`src/rtl/rr_arb_pkg.sv`:
```
// Shared constants, state encoding and helpers for the 8-way round-robin arbiter.
// Latency: n/a (declarations only).
// Backpressure: n/a.
package rr_arb_pkg;

  localparam int NUM_REQ = 8;
  localparam int IDX_W   = 3;
  localparam int CNT_W   = 8;

  typedef enum logic {
    IDLE  = 1'b0,
    GRANT = 1'b1
  } state_e;

  // Binary requester index to one-hot grant vector.
  function automatic logic [NUM_REQ-1:0] idx_to_onehot(input logic [IDX_W-1:0] idx);
    logic [NUM_REQ-1:0] oh;
    oh      = '0;
    oh[idx] = 1'b1;
    return oh;
  endfunction

endpackage

```
`src/rtl/rr_pick.sv`:
```
// Rotating-priority pick: first set req bit searching ptr+1 .. ptr+8 (mod 8).
// Latency: purely combinational, zero cycles.
// Backpressure: none; any=0 when no requester is asserted.
module rr_pick
  import rr_arb_pkg::*;
(
  input  logic [NUM_REQ-1:0] req,
  input  logic [IDX_W-1:0]   ptr,
  output logic               any,
  output logic [IDX_W-1:0]   idx
);

  // Walk the offsets from farthest to nearest so the nearest set bit after ptr
  // is the last write and therefore wins; offset 8 wraps back to ptr itself.
  always_comb begin
    any = |req;
    idx = ptr;
    for (int k = NUM_REQ; k >= 1; k--) begin
      if (req[ptr + IDX_W'(k)]) begin
        idx = ptr + IDX_W'(k);
      end
    end
  end

endmodule

```
`src/rtl/rr_arb_8.sv`:
```
// 8:1 round-robin arbiter with bounded grant tenure and a one-cycle bubble between owners.
// Latency: request sampled on an edge in IDLE yields registered gnt/sel/busy after that same edge.
// Backpressure: owner keeps the path while its req stays high, up to MAX_HOLD cycles (0 = unbounded).
module rr_arb_8
  import rr_arb_pkg::*;
#(
  parameter int MAX_HOLD = 4
) (
  input  logic               clk,
  input  logic               rst_n,
  input  logic [NUM_REQ-1:0] req,
  output logic [NUM_REQ-1:0] gnt,
  output logic [IDX_W-1:0]   sel,
  output logic               busy,
  output logic               timeout
);

  // Counter value on which a still-requesting owner is forced off the path.
  localparam bit               HOLD_EN   = (MAX_HOLD > 0);
  localparam logic [CNT_W-1:0] HOLD_LAST = CNT_W'((MAX_HOLD > 0) ? (MAX_HOLD - 1) : 0);

  state_e             state_q, state_d;
  logic [NUM_REQ-1:0] gnt_q,   gnt_d;
  logic [IDX_W-1:0]   sel_q,   sel_d;
  logic [IDX_W-1:0]   ptr_q,   ptr_d;
  logic [CNT_W-1:0]   cnt_q,   cnt_d;
  logic               busy_q,  busy_d;
  logic               tmo_q,   tmo_d;

  logic               pick_any;
  logic [IDX_W-1:0]   pick_idx;

  rr_pick u_pick (
    .req (req),
    .ptr (ptr_q),
    .any (pick_any),
    .idx (pick_idx)
  );

  // Next-state logic: arbitrate in IDLE, hold/release/time out in GRANT.
  always_comb begin
    state_d = state_q;
    gnt_d   = gnt_q;
    sel_d   = sel_q;
    ptr_d   = ptr_q;
    cnt_d   = cnt_q;
    busy_d  = busy_q;
    tmo_d   = 1'b0;

    case (state_q)
      IDLE: begin
        // sel keeps the previous owner here so the shared mux stays quiet.
        if (pick_any) begin
          state_d = GRANT;
          gnt_d   = idx_to_onehot(pick_idx);
          sel_d   = pick_idx;
          ptr_d   = pick_idx;
          cnt_d   = '0;
          busy_d  = 1'b1;
        end
      end

      GRANT: begin
        // Other requesters are ignored until the owner lets go.
        if (!req[sel_q]) begin
          state_d = IDLE;
          gnt_d   = '0;
          busy_d  = 1'b0;
        end else if (HOLD_EN && (cnt_q == HOLD_LAST)) begin
          state_d = IDLE;
          gnt_d   = '0;
          busy_d  = 1'b0;
          tmo_d   = 1'b1;
        end else if (cnt_q != '1) begin
          // Saturate so an unbounded tenure never wraps the counter.
          cnt_d = cnt_q + 1'b1;
        end
      end

      default: begin
        state_d = IDLE;
        gnt_d   = '0;
        busy_d  = 1'b0;
      end
    endcase
  end

  // State and output registers; reset drops the grant without waiting for a clock.
  always_ff @(posedge clk or negedge rst_n) begin
    if (!rst_n) begin
      state_q <= IDLE;
      gnt_q   <= '0;
      sel_q   <= '0;
      ptr_q   <= IDX_W'(NUM_REQ - 1);
      cnt_q   <= '0;
      busy_q  <= 1'b0;
      tmo_q   <= 1'b0;
    end else begin
      state_q <= state_d;
      gnt_q   <= gnt_d;
      sel_q   <= sel_d;
      ptr_q   <= ptr_d;
      cnt_q   <= cnt_d;
      busy_q  <= busy_d;
      tmo_q   <= tmo_d;
    end
  end

  assign gnt     = gnt_q;
  assign sel     = sel_q;
  assign busy    = busy_q;
  assign timeout = tmo_q;

endmodule
```
`config.mk`:
```
export PLATFORM = sky130hd
export DESIGN_NAME = rr_arb_8
export DESIGN_NICKNAME = d
export VERILOG_FILES = /design/src/rtl/rr_arb_pkg.sv /design/src/rtl/rr_pick.sv /design/src/rtl/rr_arb_8.sv
export SDC_FILE = /design/constraint.sdc
export NUM_CORES = 1
export LEC_CHECK = 0
export BUFFER_PORTS_ARGS = -buffer_cell sky130_fd_sc_hd__buf_2
export CAP_MARGIN = 20
export CORE_ASPECT_RATIO = 1.2
export CORE_MARGIN = 3
export CORE_UTILIZATION = 55
export CTS_CLUSTER_SIZE = 14
export DETAILED_ROUTE_END_ITERATION = 12
export GPL_ROUTABILITY_DRIVEN = 1
export PLACE_DENSITY = 0.76
export SETUP_SLACK_MARGIN = 0.05
export SKIP_CTS_REPAIR_TIMING = 1
export SLEW_MARGIN = 30
export SYNTH_ARGS = -nofsm -noshare
export SYNTH_HDL_FRONTEND = slang
export SYNTH_SLANG_ARGS = --single-unit
```
`constraint.sdc`:
```
create_clock -name clk -period 7.5 [get_ports clk]
set_input_delay 1.5 -clock clk [delete_from_list [all_inputs] [get_ports clk]]
set_output_delay 1.5 -clock clk [all_outputs]
set_load 0.05 [all_outputs]
```
After elaboration in Yosys (flattened, before gate mapping)

Index checks and enable logic that the tools add are counted.

Reductions and logical operators: 5
Bitwise operators: 1
Add/sub/neg operators: 8
Eq/ne operators: 7
Muxes and demuxes: 45
Divide/modulo/power cells: 0
Shift operators: 0
Multipliers: 0
Magnitude comparators: 10

Operator list:

| operator            | number |
|---|---|
| $mux 8              | 7 |
| $lt 3x4->1 const B  | 9 |
| $pmux 8 s2          | 2 |
| $bmux 1 s3          | 8 |
| $mux 3              | 7 |
| $mux 1              | 18 |
| $add 3x3->3 const B | 4 |
| $add 8x1->8 const B | 1 |
| $eq 8x2->1 const B  | 1 |
| $ne 8x8->1 const B  | 1 |
| $reduce_or 8->1     | 1 |
| $add 3x2->3 const B | 2 |
| $ne 2x1->1 const B  | 2 |
| $ne 2x2->1 const B  | 2 |
| $pmux 1 s2          | 2 |
| $reduce_and 2->1    | 2 |
| $reduce_and 4->1    | 1 |
| $add 3x1->3 const B | 1 |
| $demux 1 s3         | 1 |
| $ge 3x1->1 const B  | 1 |
| $ne 3x2->1 const B  | 1 |
| $logic_and 1x1->1   | 1 |
| $not 1->1           | 1 |

Bits in registers: 25
Logic and storage cells: 83
Memories: 0
Bits in writable memories: 0
ROM bits: 0
Latch bits: 0
Output and inout bits: 13

Depth between registers and ports, before layout

Depth after elaboration: 16
Mapped depth: 11
Depth with buffers taken out: 9

Modules after synthesis

Synthesis repeated with hierarchy kept, for this count alone.

Cell total of the unflattened synthesis: 215
Area, all modules: 2152.1 µm²

Modules (own cells, without submodules):

| module   | cells each | area each (µm²) | instances |
|---|---|---|---|
| rr_arb_8 | 114        | 1247.4          | 1 |
| rr_pick  | 101        | 904.6           | 1 |

Worst setup path after synthesis

No wires, ideal clock.

Path type: input -> register
From: input req[6]
To: register gnt_q[3], in the netlist gnt[3]
Setup slack: 4071 ps
Arrival time: 3308 ps
Setup time: 121 ps
Data required time: 7379 ps
Path buffers: 0
Cell stages on the path: 7
Cell sequence: mux4_1 > mux2_2 > a211oi_1 > a311oi_1 > o32a_4 > xnor2_2 > a22o_1

Longest elaborated chain between the ends: 15

RTL lines:

| what                                                           | RTL line         | source |
|---|---|---|
| from (decl)                                                    | rr_arb_8.sv:11   | `input logic [NUM_REQ-1:0] req,` |
| $bmux 1 s3                                                     | rr_pick.sv:19    | `if (req[ptr + IDX_W'(k)]) begin` |
| $mux 1 (implied by the code)                                   | rr_pick.sv:19    |  |
| $mux 3 (7 in series)                                           | rr_pick.sv:19    |  |
| $lt 3x4->1 (implied by the code) or $ge 3x1->1 (tied branches) | rr_arb_pkg.sv:19 | `oh[idx] = 1'b1;` |
| $logic_and 1x1->1 (implied by the code)                        | rr_arb_pkg.sv:19 |  |
| $mux 1 (implied by the code)                                   | rr_arb_pkg.sv:19 |  |
| $demux 1 s3                                                    | rr_arb_pkg.sv:19 |  |
| $mux 8                                                         | rr_arb_8.sv:53   | `if (pick_any) begin` |
| $pmux 8 s2                                                     | rr_arb_8.sv:50   | `case (state_q)` |
| to (signal assigned)                                           | rr_arb_8.sv:100  | `gnt_q <= gnt_d;` |
| to (decl)                                                      | rr_arb_8.sv:23   | `logic [NUM_REQ-1:0] gnt_q, gnt_d;` |

Several ways; a longest one is shown, not always the timed one. The select of a mux whose other input is x is not followed.
A chain may end at the register's enable or synchronous reset.

Worst setup path after layout

From: register ptr_q[1]
To: register gnt_q[6], in the netlist gnt[6]

Longest elaborated chain between the ends: 16

RTL lines:

| what                                                           | RTL line                     | source |
|---|---|---|
| from (decl)                                                    | rr_arb_8.sv:25               | `logic [IDX_W-1:0] ptr_q, ptr_d;` |
| from (signal assigned)                                         | rr_arb_8.sv:94               | `ptr_q <= IDX_W'(NUM_REQ - 1);` |
| from (signal assigned)                                         | rr_arb_8.sv:102              | `ptr_q <= ptr_d;` |
| $add 3x3->3                                                    | rr_pick.sv:19, rr_pick.sv:20 |  |
| $bmux 1 s3                                                     | rr_pick.sv:19                |  |
| $mux 1 (implied by the code)                                   | rr_pick.sv:19                |  |
| $mux 3 (6 in series)                                           | rr_pick.sv:19                |  |
| $mux 3 *                                                       | rr_pick.sv:19                |  |
| $lt 3x4->1 (implied by the code) or $ge 3x1->1 (tied branches) | rr_arb_pkg.sv:19             |  |
| $logic_and 1x1->1 (implied by the code)                        | rr_arb_pkg.sv:19             |  |
| $mux 1 (implied by the code)                                   | rr_arb_pkg.sv:19             |  |
| $demux 1 s3 *                                                  | rr_arb_pkg.sv:19             |  |
| $mux 8 *                                                       | rr_arb_8.sv:53               |  |
| $pmux 8 s2 *                                                   | rr_arb_8.sv:50               |  |

Mark *: on every way between the ends. The rest lies on a longest branch, timed or not. The select of a mux whose other input is x is not followed.

==> flow_summary.yaml <==
layout:
  nets: 220
  finalNonFillerCells: 242
  syn_to_final_growth_pct: 7.466
  antennaDiodeCount: 0
  drive_gt1_share_pct: 22.82
  final_area_um2: 2053
routing:
  wl_um: 4472
  vias: 1600
  dr.pass1.iters: 4
  drt-vias-per-instance: 6.612
  drc: 0
  drt_iter0_drc: 71
  route.detailed.wl_per_inst_um: 18.48
  ant_nets: 0
status:
  outcome: "complete, no violations"
grt:
  grt_first_pass_wirelength_um: 7465
  track_usage_pct: 22.90
  antenna_found_initial: 0
  grt_pass1_vias: 1572
  grt_start_max_net_pins: 26
  overflow: 0
placed_design:
  place_worst_setup_slack_ns: 3.716
  gp_congestion: 0.9740
  portBuffers: 22
  place_area_um2: 2023
  dp_cells: 238
  dp_hpwl_um: 3423
synthesis:
  synth_seq_cells: 25
  async_flop_share_pct: 100.0
  seq_area_frac_synth_pct: 32.94
  ys_types: 48
  synth_edf_count: 0
  ys_warn_count: 0
  ys_dominant_reg_cell: "dfrtp_1"
  syn_nets: 202
  syn_inst: 189
  synth.avg_cell_area_um2: 10.11
  netlist_area_um2: 1911
worst_hold_path:
  hold_path_class: "reg2reg"
clock_network:
  cts_max_path_buffers: 2
  tritoncts: "done"
  htree_num_levels: 1
  cts_buffers: 3
  clkTransAtPathRegs_ns: 0.15
  cts_sinks: 25
  cts-root-buf: "clkbuf_4"
  clk_latency_ns: 0.35
sta:
  fmax_ghz: 0.2815
  report.final.slew_viol_count: 0
  fin_skew_ns: 0.01018
  rsz0062_at_grt: "no"
  finalSetupTns_ns: 0
  slew_headroom_pct: 43.70
  min_period_ns: 3.552
  tightest_slew_ns: 0.8445
  fin_crit_sh_pct: 47.37
  finalWorstSetupSlack_ns: 3.948
  setup_violations: 0
  hold_viol: 0
die:
  ios: 23
  core_area_um2: 3193
  die_y_um: 70.57
  dieArea_um2: 4220
  initial_utilization_pct: 59.84
  die_w_um: 59.81
  num_rows: 22
critical_path:
  worst-path-max-fanout: 19
  regToRegSetupSlack_ns: 3.95
  worstSetupPathType: "reg2reg"
  worst_ep_arrival_time_ns: 3.80
  start_kind: "flop"
  worstSetupEndpointType: "flop"
  cp.required_ns: 7.75
job:
  maxCapViolations: 0
synthesized netlist by cell type (2+ instances only):
| cell type | instances | area, um^2 |
|---|---|---|
| nand2_1 | 30 | 112.6 |
| dfrtp_1 | 22 | 550.5 |
| nor2_1 | 15 | 56.30 |
| nand3_1 | 9 | 45.04 |
| a22o_1 | 8 | 70.07 |
| clkbuf_1 | 7 | 26.28 |
| a21oi_1 | 6 | 30.03 |
| mux2_2 | 6 | 67.56 |
| xor2_1 | 6 | 52.55 |
| inv_1 | 5 | 18.77 |
| mux2i_1 | 5 | 50.05 |
| mux4_1 | 5 | 131.4 |
| mux4_2 | 5 | 112.6 |
| o21ai_1 | 5 | 25.02 |
| o21ai_0 | 4 | 20.02 |
| xnor2_1 | 4 | 35.03 |
| dfstp_2 | 3 | 78.83 |
| ha_1 | 3 | 37.54 |
| nand4_1 | 3 | 18.77 |
| nor2b_1 | 3 | 18.77 |
| nor4_1 | 3 | 18.77 |
| a211oi_1 | 2 | 15.01 |
| a21o_1 | 2 | 15.01 |
| a221oi_1 | 2 | 17.52 |
| a311oi_1 | 2 | 17.52 |
| and3_1 | 2 | 12.51 |
sequential cells by signal, summed over array words and instances (netlist names):
signal   cells
sel          3
timeout      1
state_q      1
busy         1
cnt_q        8
gnt          8
ptr_q        3
area by class of cell:
class / instances / area [um^2]
Clock buffer: 3 / 22.52
Clock inverter: 1 / 7.507
Fill cell: 262 / 1140
Inverter: 5 / 18.77
Multi-Input combinational cell: 150 / 1220
Sequential cell: 25 / 629.4
Tap cell: 36 / 45.04
Timing Repair Buffer: 22 / 110.1
cell usage in the layout (no fill, tap or decap), types with 2 or more instances in the layout:
cell type,instances
dfrtp_1,22
mux4_1,5
o21ai_1,5
a22o_1,8
nor2_1,15
a211oi_1,2
xnor2_1,4
inv_1,5
a221oi_1,2
o21ai_0,4
xor2_1,6
mux2i_1,5
mux4_2,5
mux2_2,6
nand2_1,30
a21oi_1,6
clkbuf_4,3
nor4_1,3
ha_1,3
dfstp_2,3
nand3_1,9
nand4_1,3
a311oi_1,2
buf_2,22
nor2b_1,3
and3_1,2
a21o_1,2
path summary, 6_finish.rpt:
kind / from / endpoint / cells past startpoint
worst max-delay path: ptr_q[1]$_DFFE_PN1P_ / gnt[6]$_DFFE_PN0P_ / 9
worst min-delay path: busy$_DFFE_PN0P_ / busy$_DFFE_PN0P_ / 2
worst max register to register: ptr_q[1]$_DFFE_PN1P_ / gnt[6]$_DFFE_PN0P_ / 9
worst min register to register: busy$_DFFE_PN0P_ / busy$_DFFE_PN0P_ / 2
max in group asynchronous: rst_n / ptr_q[0]$_DFFE_PN1P_ / 1
min in group asynchronous: rst_n / state_q$_DFF_PN0_ / 1
cells by family (layout without fill, tap and decap cells):
group	Yosys count	in the layout	share of synthesized area, %
DFF	25	25	32.94
AOI/OAI and AO/OA	44	44	18.99
buffers and inverters	14	31	3.209
muxes	22	22	19.71
xor gates and xnor gates	12	12	6.876
adders and majority gates	3	3	1.965
and+or+nand+nor	69	69	16.31
per-layer routing:
metal / part of all wire (%) / track usage, %
met5: 0 / 0
met1: 42 / 30.24
met3: 5.8 / 4.015
met4: 2.8 / 10.84
met2: 49 / 35.94
worst max-delay path, cell delays in order (launching register included):
cell and delay (ns):
dfstp_2 0.81, inv_1 0.22, ha_1 0.54, mux4_1 0.50
mux2_4 0.37, a2111oi_4 0.35, nand2_1 0.12, o21ai_2 0.24
nor2_1 0.10, a22o_1 0.20
per-stage QoR:
| stage | utilization (%) | hold slack [ns] |
|---|---|---|
| 2_1_floorplan | - | 0.4770 |
| 4_1_cts | 64.30 | 0.5012 |
| 3_3_place_gp | 63.36 | 0.4638 |
| 3_5_place_dp | 63.36 | 0.4632 |
| 5_1_grt | 64.30 | 0.5227 |
| 6_report | 64.30 | 0.5030 |
Power is not shown: default switching activity piles up to over one toggle a cycle in this logic, so the estimate is an artifact.
